==> src/rtl/rom_stream_pkg.sv <==
// rom_stream_pkg: shared state encoding and ns-to-cycle conversion for the ROM streamer.
`timescale 1ns/1ps
package rom_stream_pkg;
    typedef enum logic [2:0] {IDLE, SEL_CHUNK, SETUP, HOLD, DRIVE_LO, WAIT_DATA, OUTPUT} state_t;

    function automatic int ns_to_cycles(input int ns, input int period);
        int c;
        c = (ns + period - 1) / period;
        return (c < 1) ? 1 : c;
    endfunction
endpackage

==> src/rtl/rom_wait_timer.sv <==
// rom_wait_timer: down-counter; expire_out is high during the last cycle of a loaded wait.
`timescale 1ns/1ps
module rom_wait_timer #(
    parameter int CNT_W = 5
) (
    input  logic             clk_in,
    input  logic             rst_n_in,
    input  logic             load_in,
    input  logic [CNT_W-1:0] value_in,
    output logic             expire_out
);
    logic [CNT_W-1:0] cnt_q, cnt_d;

    always_comb cnt_d = load_in ? value_in : (cnt_q != '0 ? cnt_q - 1'b1 : cnt_q);

    always_ff @(posedge clk_in or negedge rst_n_in)
        if (!rst_n_in) cnt_q <= '0;
        else           cnt_q <= cnt_d;

    assign expire_out = cnt_q == CNT_W'(1);
endmodule

==> src/rtl/rom_stream_reader.sv <==
// rom_stream_reader: streams a window of a latch-multiplexed parallel ROM onto a valid/ready port,
// caching upper address chunks so unchanged ones are not re-latched.
`timescale 1ns/1ps
module rom_stream_reader
    import rom_stream_pkg::*;
#(
    parameter int PERIOD_NS     = 10,
    parameter int BUS_W         = 8,
    parameter int ADDR_W        = 16,
    parameter int SETUP_NS      = 250,
    parameter int HOLD_NS       = 250,
    parameter int DATA_DELAY_NS = 250,
    localparam int NUM_LATCH    = ADDR_W / BUS_W - 1
) (
    input  logic                 clk_in,
    input  logic                 rst_n_in,
    input  logic                 start_in,
    input  logic [ADDR_W-1:0]    base_addr_in,
    input  logic [ADDR_W:0]      count_in,
    input  logic                 abort_in,
    output logic                 busy_out,
    output logic                 done_out,
    output logic [BUS_W-1:0]     rom_addr_out,
    output logic [NUM_LATCH-1:0] rom_latch_out,
    input  logic [BUS_W-1:0]     rom_data_in,
    output logic                 valid_out,
    input  logic                 ready_in,
    output logic [BUS_W-1:0]     data_out,
    output logic [ADDR_W-1:0]    addr_out
);
    localparam int SETUP_C = ns_to_cycles(SETUP_NS, PERIOD_NS);
    localparam int HOLD_C  = ns_to_cycles(HOLD_NS, PERIOD_NS);
    localparam int DELAY_C = ns_to_cycles(DATA_DELAY_NS, PERIOD_NS);
    localparam int MAX_C   = SETUP_C > HOLD_C ? (SETUP_C > DELAY_C ? SETUP_C : DELAY_C)
                                              : (HOLD_C > DELAY_C ? HOLD_C : DELAY_C);
    localparam int CNT_W   = $clog2(MAX_C + 1);
    localparam int KW      = NUM_LATCH > 1 ? $clog2(NUM_LATCH) : 1;

    state_t                         state_q, state_d;
    logic [KW-1:0]                  k_q, k_d;
    logic [ADDR_W-1:0]              cur_q, cur_d, addr_q, addr_d;
    logic [ADDR_W:0]                rem_q, rem_d;
    logic [NUM_LATCH*BUS_W-1:0]     cache_q, cache_d;
    logic [NUM_LATCH-1:0]           vld_q, vld_d, latch_q, latch_d, k_oh;
    logic [BUS_W-1:0]               rom_addr_q, rom_addr_d, data_q, data_d, chunk, cached;
    logic                           valid_q, valid_d, busy_q, busy_d, done_q, done_d;
    logic                           tmr_load, expire, hit;
    logic [CNT_W-1:0]               tmr_val;

    rom_wait_timer #(.CNT_W(CNT_W)) u_timer (
        .clk_in     (clk_in),
        .rst_n_in   (rst_n_in),
        .load_in    (tmr_load),
        .value_in   (tmr_val),
        .expire_out (expire)
    );

    // Latch k holds address chunk k+1; chunk 0 is driven directly during the data phase.
    assign k_oh   = NUM_LATCH'(1) << k_q;
    assign chunk  = cur_q[(int'(k_q) + 1) * BUS_W +: BUS_W];
    assign cached = cache_q[int'(k_q) * BUS_W +: BUS_W];
    assign hit    = |(vld_q & k_oh) && cached == chunk;

    always_comb begin
        state_d    = state_q;
        k_d        = k_q;
        cur_d      = cur_q;
        rem_d      = rem_q;
        cache_d    = cache_q;
        vld_d      = vld_q;
        rom_addr_d = rom_addr_q;
        latch_d    = latch_q;
        data_d     = data_q;
        addr_d     = addr_q;
        valid_d    = valid_q;
        busy_d     = busy_q;
        done_d     = 1'b0;
        tmr_load   = 1'b0;
        tmr_val    = CNT_W'(SETUP_C);
        if (abort_in) begin
            state_d = IDLE;
            latch_d = '0;
            valid_d = 1'b0;
            busy_d  = 1'b0;
            vld_d   = '0;
        end else begin
            case (state_q)
                IDLE: if (start_in) begin
                    cur_d   = base_addr_in;
                    rem_d   = count_in;
                    k_d     = KW'(NUM_LATCH - 1);
                    done_d  = count_in == '0;
                    busy_d  = count_in != '0;
                    state_d = count_in == '0 ? IDLE : SEL_CHUNK;
                end
                SEL_CHUNK: if (hit) begin
                    state_d = k_q == '0 ? DRIVE_LO : SEL_CHUNK;
                    k_d     = k_q == '0 ? k_q : k_q - 1'b1;
                end else begin
                    rom_addr_d = chunk;
                    tmr_load   = 1'b1;
                    state_d    = SETUP;
                end
                SETUP: if (expire) begin
                    latch_d  = k_oh;
                    tmr_load = 1'b1;
                    tmr_val  = CNT_W'(HOLD_C);
                    state_d  = HOLD;
                end
                HOLD: if (expire) begin
                    latch_d = '0;
                    cache_d[int'(k_q) * BUS_W +: BUS_W] = chunk;
                    vld_d   = vld_q | k_oh;
                    state_d = k_q == '0 ? DRIVE_LO : SEL_CHUNK;
                    k_d     = k_q == '0 ? k_q : k_q - 1'b1;
                end
                DRIVE_LO: begin
                    rom_addr_d = cur_q[BUS_W-1:0];
                    tmr_load   = 1'b1;
                    tmr_val    = CNT_W'(DELAY_C);
                    state_d    = WAIT_DATA;
                end
                WAIT_DATA: if (expire) begin
                    data_d  = rom_data_in;
                    addr_d  = cur_q;
                    valid_d = 1'b1;
                    state_d = OUTPUT;
                end
                OUTPUT: if (ready_in) begin
                    valid_d = 1'b0;
                    cur_d   = cur_q + 1'b1;
                    rem_d   = rem_q - 1'b1;
                    done_d  = rem_q == (ADDR_W + 1)'(1);
                    busy_d  = rem_q != (ADDR_W + 1)'(1);
                    state_d = rem_q == (ADDR_W + 1)'(1) ? IDLE : SEL_CHUNK;
                    k_d     = KW'(NUM_LATCH - 1);
                end
                default: state_d = IDLE;
            endcase
        end
    end

    always_ff @(posedge clk_in or negedge rst_n_in) begin
        if (!rst_n_in) begin
            state_q    <= IDLE;
            k_q        <= '0;
            cur_q      <= '0;
            rem_q      <= '0;
            cache_q    <= '0;
            vld_q      <= '0;
            rom_addr_q <= '0;
            latch_q    <= '0;
            data_q     <= '0;
            addr_q     <= '0;
            valid_q    <= 1'b0;
            busy_q     <= 1'b0;
            done_q     <= 1'b0;
        end else begin
            state_q    <= state_d;
            k_q        <= k_d;
            cur_q      <= cur_d;
            rem_q      <= rem_d;
            cache_q    <= cache_d;
            vld_q      <= vld_d;
            rom_addr_q <= rom_addr_d;
            latch_q    <= latch_d;
            data_q     <= data_d;
            addr_q     <= addr_d;
            valid_q    <= valid_d;
            busy_q     <= busy_d;
            done_q     <= done_d;
        end
    end

    assign busy_out      = busy_q;
    assign done_out      = done_q;
    assign rom_addr_out  = rom_addr_q;
    assign rom_latch_out = latch_q;
    assign valid_out     = valid_q;
    assign data_out      = data_q;
    assign addr_out      = addr_q;
endmodule

==> config.mk <==
export PLATFORM = sky130hd
export DESIGN_NAME = rom_stream_reader
export DESIGN_NICKNAME = d
export VERILOG_FILES = /design/src/rtl/rom_stream_pkg.sv /design/src/rtl/rom_wait_timer.sv /design/src/rtl/rom_stream_reader.sv
export SDC_FILE = /design/constraint.sdc
export NUM_CORES = 1
export LEC_CHECK = 0
export CAP_MARGIN = 0
export CORE_ASPECT_RATIO = 0.7
export CORE_MARGIN = 5
export CORE_UTILIZATION = 25
export CTS_CLUSTER_DIAMETER = 60
export DETAILED_ROUTE_END_ITERATION = 10
export PLACE_DENSITY = 0.49
export SLEW_MARGIN = 40
export SYNTH_ARGS = -nofsm -noshare
export SYNTH_HDL_FRONTEND = slang
export SYNTH_SLANG_ARGS = --single-unit
==> constraint.sdc <==
create_clock -name clk_in -period 2.8 [get_ports clk_in]
set_input_delay 0.42 -clock clk_in [delete_from_list [all_inputs] [get_ports clk_in]]
set_output_delay 0.42 -clock clk_in [all_outputs]
set_load 0.01 [all_outputs]
==> results of run 1 <==
==> synthesized netlist by cell type, drive strengths merged, types with 3 or more instances <==
library cell / n / area [um^2]
and3: 5 / 31.3
o21a: 4 / 30.0
nand4: 7 / 43.8
nor2b: 4 / 25.0
dfrtp: 86 / 2150
o32ai: 4 / 35.0
and2: 4 / 25.0
clkbuf: 30 / 114
mux2i: 3 / 30.0
nand2: 40 / 150
a31oi: 3 / 18.8
ha: 6 / 75.1
o2bb2ai: 4 / 35.0
a21oi: 49 / 245
a21o: 4 / 30.0
a2bb2oi: 11 / 96.3
nor4: 9 / 56.3
o21ai: 42 / 210
nor2: 32 / 123
inv: 10 / 37.5
a22oi: 4 / 30.0
buf: 3 / 16.3
or4: 4 / 42.5
nor3b: 3 / 22.5
o22ai: 16 / 100
nand3: 14 / 70.1
or3: 3 / 18.8
nor3: 15 / 85.1
xnor2: 10 / 87.6
mux2: 30 / 338
==> state kept, by name, summed over array words and instances, names as in the netlist <==
| signal | count |
|---|---|
| u_timer.cnt_q | 5 |
| state_q | 3 |
| rom_addr_out | 8 |
| addr_out | 16 |
| rom_latch_out | 1 |
| rem_q | 17 |
| vld_q | 1 |
| valid_out | 1 |
| done_out | 1 |
| data_out | 8 |
| cache_q | 8 |
| busy_out | 1 |
| cur_q | 16 |
==> cell type report <==
| cell class | instances | area [um^2] | area share, % |
|---|---|---|---|
| multi-input cells | 351 | 2250 | 37.4 |
| flip-flops and latches | 86 | 2150 | 35.8 |
| repair buffers | 98 | 948 | 15.8 |
| well taps | 236 | 295 | 4.91 |
| clock buffers | 9 | 225 | 3.75 |
| clock inverters | 7 | 104 | 1.73 |
| inverters | 10 | 37.5 | 0.624 |
==> power by group <==
group          total (mW)  switching [mW]  internal (mW)  leakage (nW)
registers            2.10           0.513           1.59          1.07
clock network        1.35           0.552          0.795         0.161
logic                1.55           0.802          0.746          1.21
==> through the flow <==
| stage | util, % | instance area (um^2) | hold slack, ps |
|---|---|---|---|
| 2_1_floorplan | - | 4560 | 124 |
| 3_3_place_gp | 31.6 | 5680 | 465 |
| 3_5_place_dp | 31.6 | 5680 | 474 |
| 4_1_cts | 33.5 | 6010 | 110 |
| 5_1_grt | 33.5 | 6010 | 142 |
| 6_report | 33.5 | 6010 | 89.5 |
==> logic make-up after synthesis <==
kind of cell             synth area share, %
AO/OA/AOI/OAI                           20.2
AND/OR/NAND/NOR                         17.2
flip-flops                              47.2
buffers and inverters                   3.68
multiplexers                            8.07
XOR/XNOR                                1.92
adder cells (fa/ha/maj)                 1.65
==> per-layer routing <==
layer | vias to the layer above | share of wire (%) | GRT usage, %
li1 | 1915 | - | -
met1 | 1949 | 52 | 21.0
met2 | 135 | 40 | 17.3
met3 | 15 | 6.7 | 3.58
met4 | 2 | 0.95 | 2.92
met5 | - | 0.079 | 0
==> layout by cell type, fill, tap and decap left out, types with 3 or more instances in the layout <==
| cell type | netlist | routed |
|---|---|---|
| nor2b_1 | 4 | 4 |
| o2bb2ai_1 | 4 | 4 |
| inv_6 | 0 | 3 |
| inv_1 | 10 | 10 |
| clkbuf_16 | 0 | 9 |
| mux2i_1 | 3 | 3 |
| nor3_1 | 13 | 13 |
| o21ai_0 | 40 | 40 |
| and2_1 | 4 | 4 |
| nand2_1 | 40 | 40 |
| nor2_1 | 31 | 30 |
| nand4_1 | 7 | 7 |
| a21o_1 | 4 | 4 |
| or3_1 | 3 | 3 |
| clkdlybuf4s50_1 | 0 | 80 |
| o22ai_1 | 16 | 16 |
| dfrtp_1 | 86 | 86 |
| o21a_1 | 4 | 4 |
| nor4_1 | 9 | 9 |
| o32ai_1 | 4 | 4 |
| mux2_2 | 30 | 30 |
| nor3b_1 | 3 | 3 |
| and3_1 | 5 | 5 |
| a22oi_1 | 4 | 4 |
| ha_1 | 6 | 6 |
| or4_4 | 3 | 3 |
| a2bb2oi_1 | 11 | 11 |
| buf_4 | 1 | 17 |
| a21oi_1 | 49 | 49 |
| a31oi_1 | 3 | 3 |
| nand3_1 | 14 | 14 |
| xnor2_1 | 10 | 10 |
==> how the worst min path moves through the flow <==
| stage | from | cells past startpoint | slack, ps | to |
|---|---|---|---|---|
| 6_report | rst_n_in | 1 | 90 | data_out[3]$_DFFE_PN0P_ |
| 5_1_grt | rst_n_in | 1 | 140 | addr_out[10]$_DFFE_PN0P_ |
| 4_1_cts | rst_n_in | 1 | 110 | data_out[3]$_DFFE_PN0P_ |
| 3_5_place_dp | addr_out[2]$_DFFE_PN0P_ | 2 | 470 | addr_out[2]$_DFFE_PN0P_ |
| 3_3_place_gp | addr_out[7]$_DFFE_PN0P_ | 2 | 460 | addr_out[7]$_DFFE_PN0P_ |
| 2_1_floorplan | rst_n_in | 0 | 120 | addr_out[0]$_DFFE_PN0P_ |
==> critical path, stage by stage, from the launching register on <==
cell,delay (ps)
dfrtp_1,630
nand2_1,270
or2_2,640
or3_1,460
o21ai_0,90
a21oi_1,90
==> results.md, run 1 <==
- RSZ-0062 raised after global routing: no
- Finished Layout Cells: 797
- CP startpoint kind: flop
- Setup Buffers After CTS: 0
- Clock transition at the registers of the reported paths: 70 ps
- First-pass GRT wire length: roughly 22000 um
- Die height: about 120 um
- Setup slack at placement: ~400 ps
- Drc violations: 0
- Final hold viol count: 0
- Clock buffer depth: 2
- CTS Hold Bufs: 0
- Fin. max-slew vios: 0
- Die area: 21100 um^2
- H-Tree Level Count: 3
- Slew headroom: 49.6%
- Layout cell share with drive strength beyond 1: approximately 14%
- Largest net degree at the start of global routing: 45
- Worst Skew: 5.73 ps
- Synth cell types: 53
- Vias in the first global route: 3814
- Tcrit/Tclk final: between 80% and 90%
- Avg Synthesized Cell Area: 9.49 um^2
- Critical path origin: state_q[2]$_DFFE_PN0P_
- P per Cell Area: 832 nW/um^2
- Inst Count DP: 781
- P&R area growth vs syn: 31.9%
- Core area: around 18000 um^2
- CTS tree: yes
- Synthesized area: approximately 4600 um^2
- Critical path type: flop to flop
- FF-to-FF setup slack: 490 ps
- Iter 0 DRT Violations: 290
- Clock root buffer: clkbuf_16
- Syn Nets: 532
- Detailed placer's ending HPWL: 9960 um
- Clock Latency Late Sink: 340 ps
- Asr flop ratio synth: 100%
- Worst setup slack after layout: 487 ps
- CTS Buf Count: 9
- Clock period minus worst slack: 2310 ps
- Die Wd: 171 um
- # Max-Cap Violations: 0
- Total GRT Usage: about an eighth
- Max Fanout on Critical Path: 40
- Max frequency: 0.432 GHz
- Outcome: completed
- Cells on worst reg2reg path: 5
- Effective utilization at floorplan: 25.4%
- Synth Register Bits: 86
- Critical Path RT: 3010 ps
- Post-synth EDFFs: 0
- Worst setup endpoint: cur_q[8]$_DFFE_PN0P_
- Slew of the pin with the lowest slew margin: 757 ps
- Routed vias: 4016
- Initial antenna violation count: 1
- Launching point of the worst reg2reg path: state_q[2]$_DFFE_PN0P_
- Register area share after synthesis: 47.2%
- Via density: 5.04
- Syn Inst Count: 480
- Filler cells: 1830
- Sink Count: 86
- Number of gates resized after CTS: 0
- Crit end category: flop
- Final setup vio count: 0
- Nets: 608
- Crit path arrival time: about 2500 ps
- Grt ovf: 0
- Hold WC Path Type: input pin to asynchronous set/reset pin
- Placer Congestion: 0.834
- DRT antenna net count: 0
- IO Pins: 82
- Synth Warn #: 0
- DR WL/cell: 17.5 um
- Power Total: 5.00 mW
- Primary FF master, synth: dfrtp_1
- Pleak: 2.44 nW
- Max IR drop VDD: ~0.33 mV
- Setup TNS Final: 0 ps
- Routed WL: roughly 14000 um
- Reg-to-reg endpoint: cur_q[8]$_DFFE_PN0P_
- DRT Pass-1 Iters: 5
- Std cell rows: 41
- IO buf count: 81
- # diodes: 0
Note: power is estimated with default switching activity, not from simulation.
==> inputs of run 2 (changes only) <==
Clock period 2.8 ns to 2.3 ns, I/O delays scaled along.
==> results.md, run 2 (synthesis gave the netlist of run 1 again) <==
- Layout cell share with drive strength beyond 1: 15.5% (+1.8 points)
- Crit end category: flop
- Die area: 21100 um^2 (unchanged)
- Largest net degree at the start of global routing: 50 (+11%)
- Grt ovf: 0 (unchanged)
- Setup slack at placement: -248 ps (-647 ps)
- Max Fanout on Critical Path: 8 (-80%)
- Nets: 621 (+2.1%)
- Max frequency: 0.481 GHz (+11%)
- Power Total: 5.98 mW (+20%)
- Final hold viol count: 0 (unchanged)
- Clock period minus worst slack: 2080 ps (-236 ps)
- Setup TNS Final: 0 ps (unchanged)
- Hold WC Path Type: flop to flop
- CTS Buf Count: 9 (unchanged)
- Pleak: 2.49 nW (+2.2%)
- Clock root buffer: clkbuf_16
- Critical Path RT: 2530 ps (-480 ps)
- Effective utilization at floorplan: 25.4% (unchanged)
- Worst setup slack after layout: 223 ps (-264 ps)
- H-Tree Level Count: 3 (unchanged)
- Drc violations: 0 (unchanged)
- Critical path type: flop to flop
- Largest Register: rem_q
- Placer Congestion: 0.863 (+3.4%)
- Clock Latency Late Sink: 340 ps (about the same)
- Die Wd: 171 um (unchanged)
- RSZ-0062 raised after global routing: no
- Fin. max-slew vios: 0 (unchanged)
- Final setup vio count: 0 (unchanged)
- DRT Pass-1 Iters: 5 (unchanged)
- Initial antenna violation count: 1 (unchanged)
- Crit path arrival time: 2310 ps (-220 ps)
- CTS tree: yes
- Clock transition at the registers of the reported paths: 70 ps (about the same)
- Iter 0 DRT Violations: 266 (-8.3%)
- Sink Count: 86 (unchanged)
- # diodes: 0 (unchanged)
- Via density: 5.01 (-0.60%)
- Worst Skew: 7.98 ps (+2.25 ps)
- Outcome: completed
- Detailed placer's ending HPWL: 10200 um (+2.9%)
- Commonest non-fill, non-tap cell in the layout: dfrtp_1
- First-pass GRT wire length: 21600 um (about the same)
- Total GRT Usage: 13.2% (+0.074 points)
- Slew of the pin with the lowest slew margin: 632 ps (-125 ps)
- Finished Layout Cells: 809 (+1.5%)
- Clock buffer depth: 2 (unchanged)
- Slew headroom: 57.5% (+7.9 points)
- Final design utilization: 34.0% (+0.54 points)
- Std cell rows: 41 (unchanged)
- IO buf count: 81 (unchanged)
- Max IR drop VDD: 0.391 mV (+19%)
- DRT antenna net count: 0 (unchanged)
- P per Cell Area: 978 nW/um^2 (+18%)
- DR WL/cell: 17.1 um (-2.2%)
- Vias in the first global route: 3834 (+0.52%)
- CP startpoint kind: flop
- P&R area growth vs syn: 34.0%
- Max reg flops: 17 (unchanged)
- Inst Count DP: 793 (+1.5%)
- Core area: 18000 um^2 (unchanged)
- Die height: 123 um (unchanged)
- Routed WL: 13800 um (-0.70%)
- IO Pins: 82 (unchanged)
- Routed vias: 4052 (+0.90%)
- # Max-Cap Violations: 0 (unchanged)
- Most frequent cells in the layout: 86 x dfrtp_1, 80 x clkdlybuf4s50_1, 49 x a21oi_1
- Tcrit/Tclk final: 90.3% (+7.7 points)
run 2: per-layer routing:
| metal | up-vias | global-route usage [%] | wire length [um] |
|---|---|---|---|
| met3 | 13 | 4.19 | 1010 |
| met1 | 1968 | 20.5 | 7250 |
| met5 | - | 0 | 11 |
| li1 | 1943 | - | - |
| met4 | 2 | 2.28 | 97 |
| met2 | 126 | 18.0 | 5460 |
run 2: worst paths after layout:
kind,startpoint,to,slack [ps],cells after the start
max,rem_q[6]$_DFFE_PN0P_,busy_out$_DFFE_PN0P_,220,5
min,addr_out[2]$_DFFE_PN0P_,addr_out[2]$_DFFE_PN0P_,490,2
max reg2reg,rem_q[6]$_DFFE_PN0P_,busy_out$_DFFE_PN0P_,220,5
min reg2reg,addr_out[2]$_DFFE_PN0P_,addr_out[2]$_DFFE_PN0P_,490,2
max in group asynchronous,rst_n_in,u_timer.cnt_q[4]$_DFFE_PN0P_,1100,3
min in group asynchronous,rst_n_in,addr_out[11]$_DFFE_PN0P_,530,2
run 2: per-stage QoR:
step / area, um^2 / hold WS, ps
after floorplan: 4560 / 49.4
after global placement: 5800 / 369
after detailed placement: 5800 / 365
after CTS: 6100 / 493
after global routing: 6110 / 521
final: 6110 / 492
run 2: cell type report:
| class | instances | area (um^2) |
|---|---|---|
| Fill cell | 1812 | 11800 |
| Multi-Input combinational cell | 351 | 2260 |
| Sequential cell | 86 | 2150 |
| Timing Repair Buffer | 111 | 1070 |
| Tap cell | 236 | 295 |
| Clock buffer | 10 | 229 |
| Clock inverter | 5 | 61.3 |
| Inverter | 10 | 37.5 |
run 2: repair_timing:
action / CTS / global route
hold buffers: 1 / 0
endpoints found under the hold margin: 37 / 0
endpoints found under the setup margin: 0 / 3
resized for setup: 0 / 1
buffers inserted: 0 / 0
run 2: power by group:
part / leakage (nW) / total, mW / switching (mW) / internal, mW
logic: 1.28 / 2.02 / 1.05 / 0.969
registers: 1.07 / 2.49 / 0.551 / 1.94
clock network: 0.142 / 1.47 / 0.629 / 0.841
total: 2.49 / 5.98 / 2.23 / 3.75
run 2: worst max-delay path, cell delays in order, from the launching register on:
cell     delay, ps
dfrtp_1        450
or4_4          580
or4_4          560
nor2_2         120
o32ai_1        100
a21o_1         150
==> edit (config.mk and constraints of run 2) <==
`ADDR_W`: 16 -> 18.
--- a/src/rtl/rom_stream_reader.sv
+++ b/src/rtl/rom_stream_reader.sv
@@ -6,7 +6,7 @@
 #(
     parameter int PERIOD_NS     = 10,
     parameter int BUS_W         = 8,
-    parameter int ADDR_W        = 16,
+    parameter int ADDR_W        = 18,
     parameter int SETUP_NS      = 250,
     parameter int HOLD_NS       = 250,
     parameter int DATA_DELAY_NS = 250,
Interface: changed (resized addr_out, base_addr_in and count_in); port bits go from 82 to 88. No check against the original RTL was run, so the function may have changed too.
==> edit against run 2 <==
- power is 4.8% lower
- setup slack better by 13 ps
- sequential cell count is 6 higher
- routed wire length rose by 33%
- largest power group unchanged
- fmax is 0.65% higher
- area after synthesis rose by 26%
- critical path depth decreased by 1
- cell area up 21%
- sequential share of layout area decreased by 4.0 points
==> edit: results (changes against run 2) <==
Global routing
  • Vias in the first global route: 5071 (was 3834)
  • Largest net degree at the start of global routing: 47 (was 50)
  • Routing usage on met2: 20.5% (was 18.0%)
  • Met1 GRT Util: 21.5% (was 20.5%)
  • Initial antenna violation count: 0 (was 1)
  • Wire length of the first global-routing pass: 29300 µm (was 21600 µm)

Synthesis
  • Register area share after synthesis: 40.1% (was 47.2%)
  • Mapped Nets: 665 (was 532)
  • Most instantiated cells after synthesis: 92 x dfrtp_1, 59 x nand2_1, 43 x a21oi_1 (was 86 x dfrtp_1, 49 x a21oi_1, 40 x nand2_1, 40 x o21ai_0, 31 x nor2_1)
  • Synth area leaders: dfrtp_1 40%, mux2_4 5.2%, nand2_1 3.9% (was dfrtp_1 47%, mux2_2 7.4%, a21oi_1 5.4%)
  • Distinct cells, synth: 72 (was 53)

Placed design
  • DP HPWL: 13700 µm (was 10200 µm)
  • PortBufs: 87 (was 81)

Cells and area
  • Fill count: 2343 (was 1812)
  • Layout cells sized above 1: 14.7% (was 15.5%)

Worst setup path
  • Worst R2R Start: rem_q[3]$_DFFE_PN0P_ (was rem_q[6]$_DFFE_PN0P_)
  • FF-to-FF End: rem_q[13]$_DFFE_PN0P_ (was busy_out$_DFFE_PN0P_)

STA
  • Max_slew headroom: 48.7% (was 57.5%)

Power
  • Peak VDD IR: 0.420 mV (was 0.391 mV)
  • Int Power: 3500 µW (was 3750 µW)
  • Static leakage: 0.00298 µW (was 0.00249 µW)

Detailed routing
  • First-pass detailed-route iteration total: 4 (was 5)
  • Vias: 5142 (was 4052)
  • Initial DRC count: 395 (was 266)

Run status
  • Outcome: complete, no violations (unchanged)
-- edit: cell count changes after synthesis, moves of 9 or more --
cell / delta
a31oi_1: +13
buf_2: +24
clkbuf_1: -10
mux2_2: -22
mux2_4: +20
nand2_1: +19
nand4_1: +9
o311ai_0: +9
-- edit: through the flow --
step                worst slack (ps)  hold WS, ps  cell area, µm²  instances
floorplan                        502         49.4            5740        609
detailed placement              97.1          310            7080        997
CTS                              252          463            7370       1014
global route                     136          504            7370       1014
global placement                81.0          306            7080        997
finish                           236          479            7370       1014
-- edit: kinds of logic (layout without fill, tap and decap cells) --
| group | Yosys count | in the layout | share of synthesized area (%) |
|---|---|---|---|
| buffers and inverters | 65 | 158 | 5.48 |
| AOI/OAI and AO/OA | 188 | 188 | 21.8 |
| and+or+nand+nor | 213 | 213 | 21.3 |
| DFF | 92 | 92 | 40.1 |
| adders and majority gates | 7 | 7 | 1.48 |
| xor gates and xnor gates | 10 | 10 | 1.92 |
| muxes | 34 | 34 | 7.85 |
-- edit: metal layers --
metal,vias up,wire (µm),part of all wire (%)
li1,2462,-,-
met1,2494,9170,50
met2,167,7750,42
met3,19,1250,6.8
met4,0,206,1.1
met5,-,0,0
-- edit: final cells by class --
class	count	area, µm²	share of cell area (%)
multi-input combinational	452	3120	42.3
inverter	14	52.6	0.713
tap	312	390	5.30
timing repair buffer	128	1230	16.7
clock inverter	6	46.3	0.628
sequential	92	2300	31.2
clock buffer	10	229	3.11
-- edit: timing repair --
item / in CTS / in global routing
hold endpoints to repair: 28 / 0
resized for setup: 0 / 0
hold buffers: 1 / 0
-- edit: power groups by stage --
stage	registers, µW	logic, µW	clock network [µW]
finish	2450	1800	1440
global route	2520	1980	1580
CTS	2450	1800	1520
detailed placement	2480	1790	0
global placement	2470	1760	0
floorplan	2260	1220	0
-- edit: worst max-delay path, stage by stage (launching register included) --
cell and delay (ps):
dfrtp_1 460, or4_1 760, nor3_4 360, a41oi_1 160, o22a_1 220
-- edit: worst max-delay path by stage --
stage	cells after the start	startpoint	end	slack, ps
3_5_place_dp	6	abort_in	data_out[0]$_DFFE_PN0P_	100
6_report	4	rem_q[3]$_DFFE_PN0P_	rem_q[13]$_DFFE_PN0P_	240
2_1_floorplan	6	u_timer.cnt_q[1]$_DFFE_PN0P_	addr_out[10]$_DFFE_PN0P_	500
3_3_place_gp	5	start_in	cur_q[9]$_DFFE_PN0P_	80
4_1_cts	4	rem_q[3]$_DFFE_PN0P_	rem_q[13]$_DFFE_PN0P_	250
5_1_grt	4	state_q[1]$_DFFE_PN0P_	cur_q[9]$_DFFE_PN0P_	140
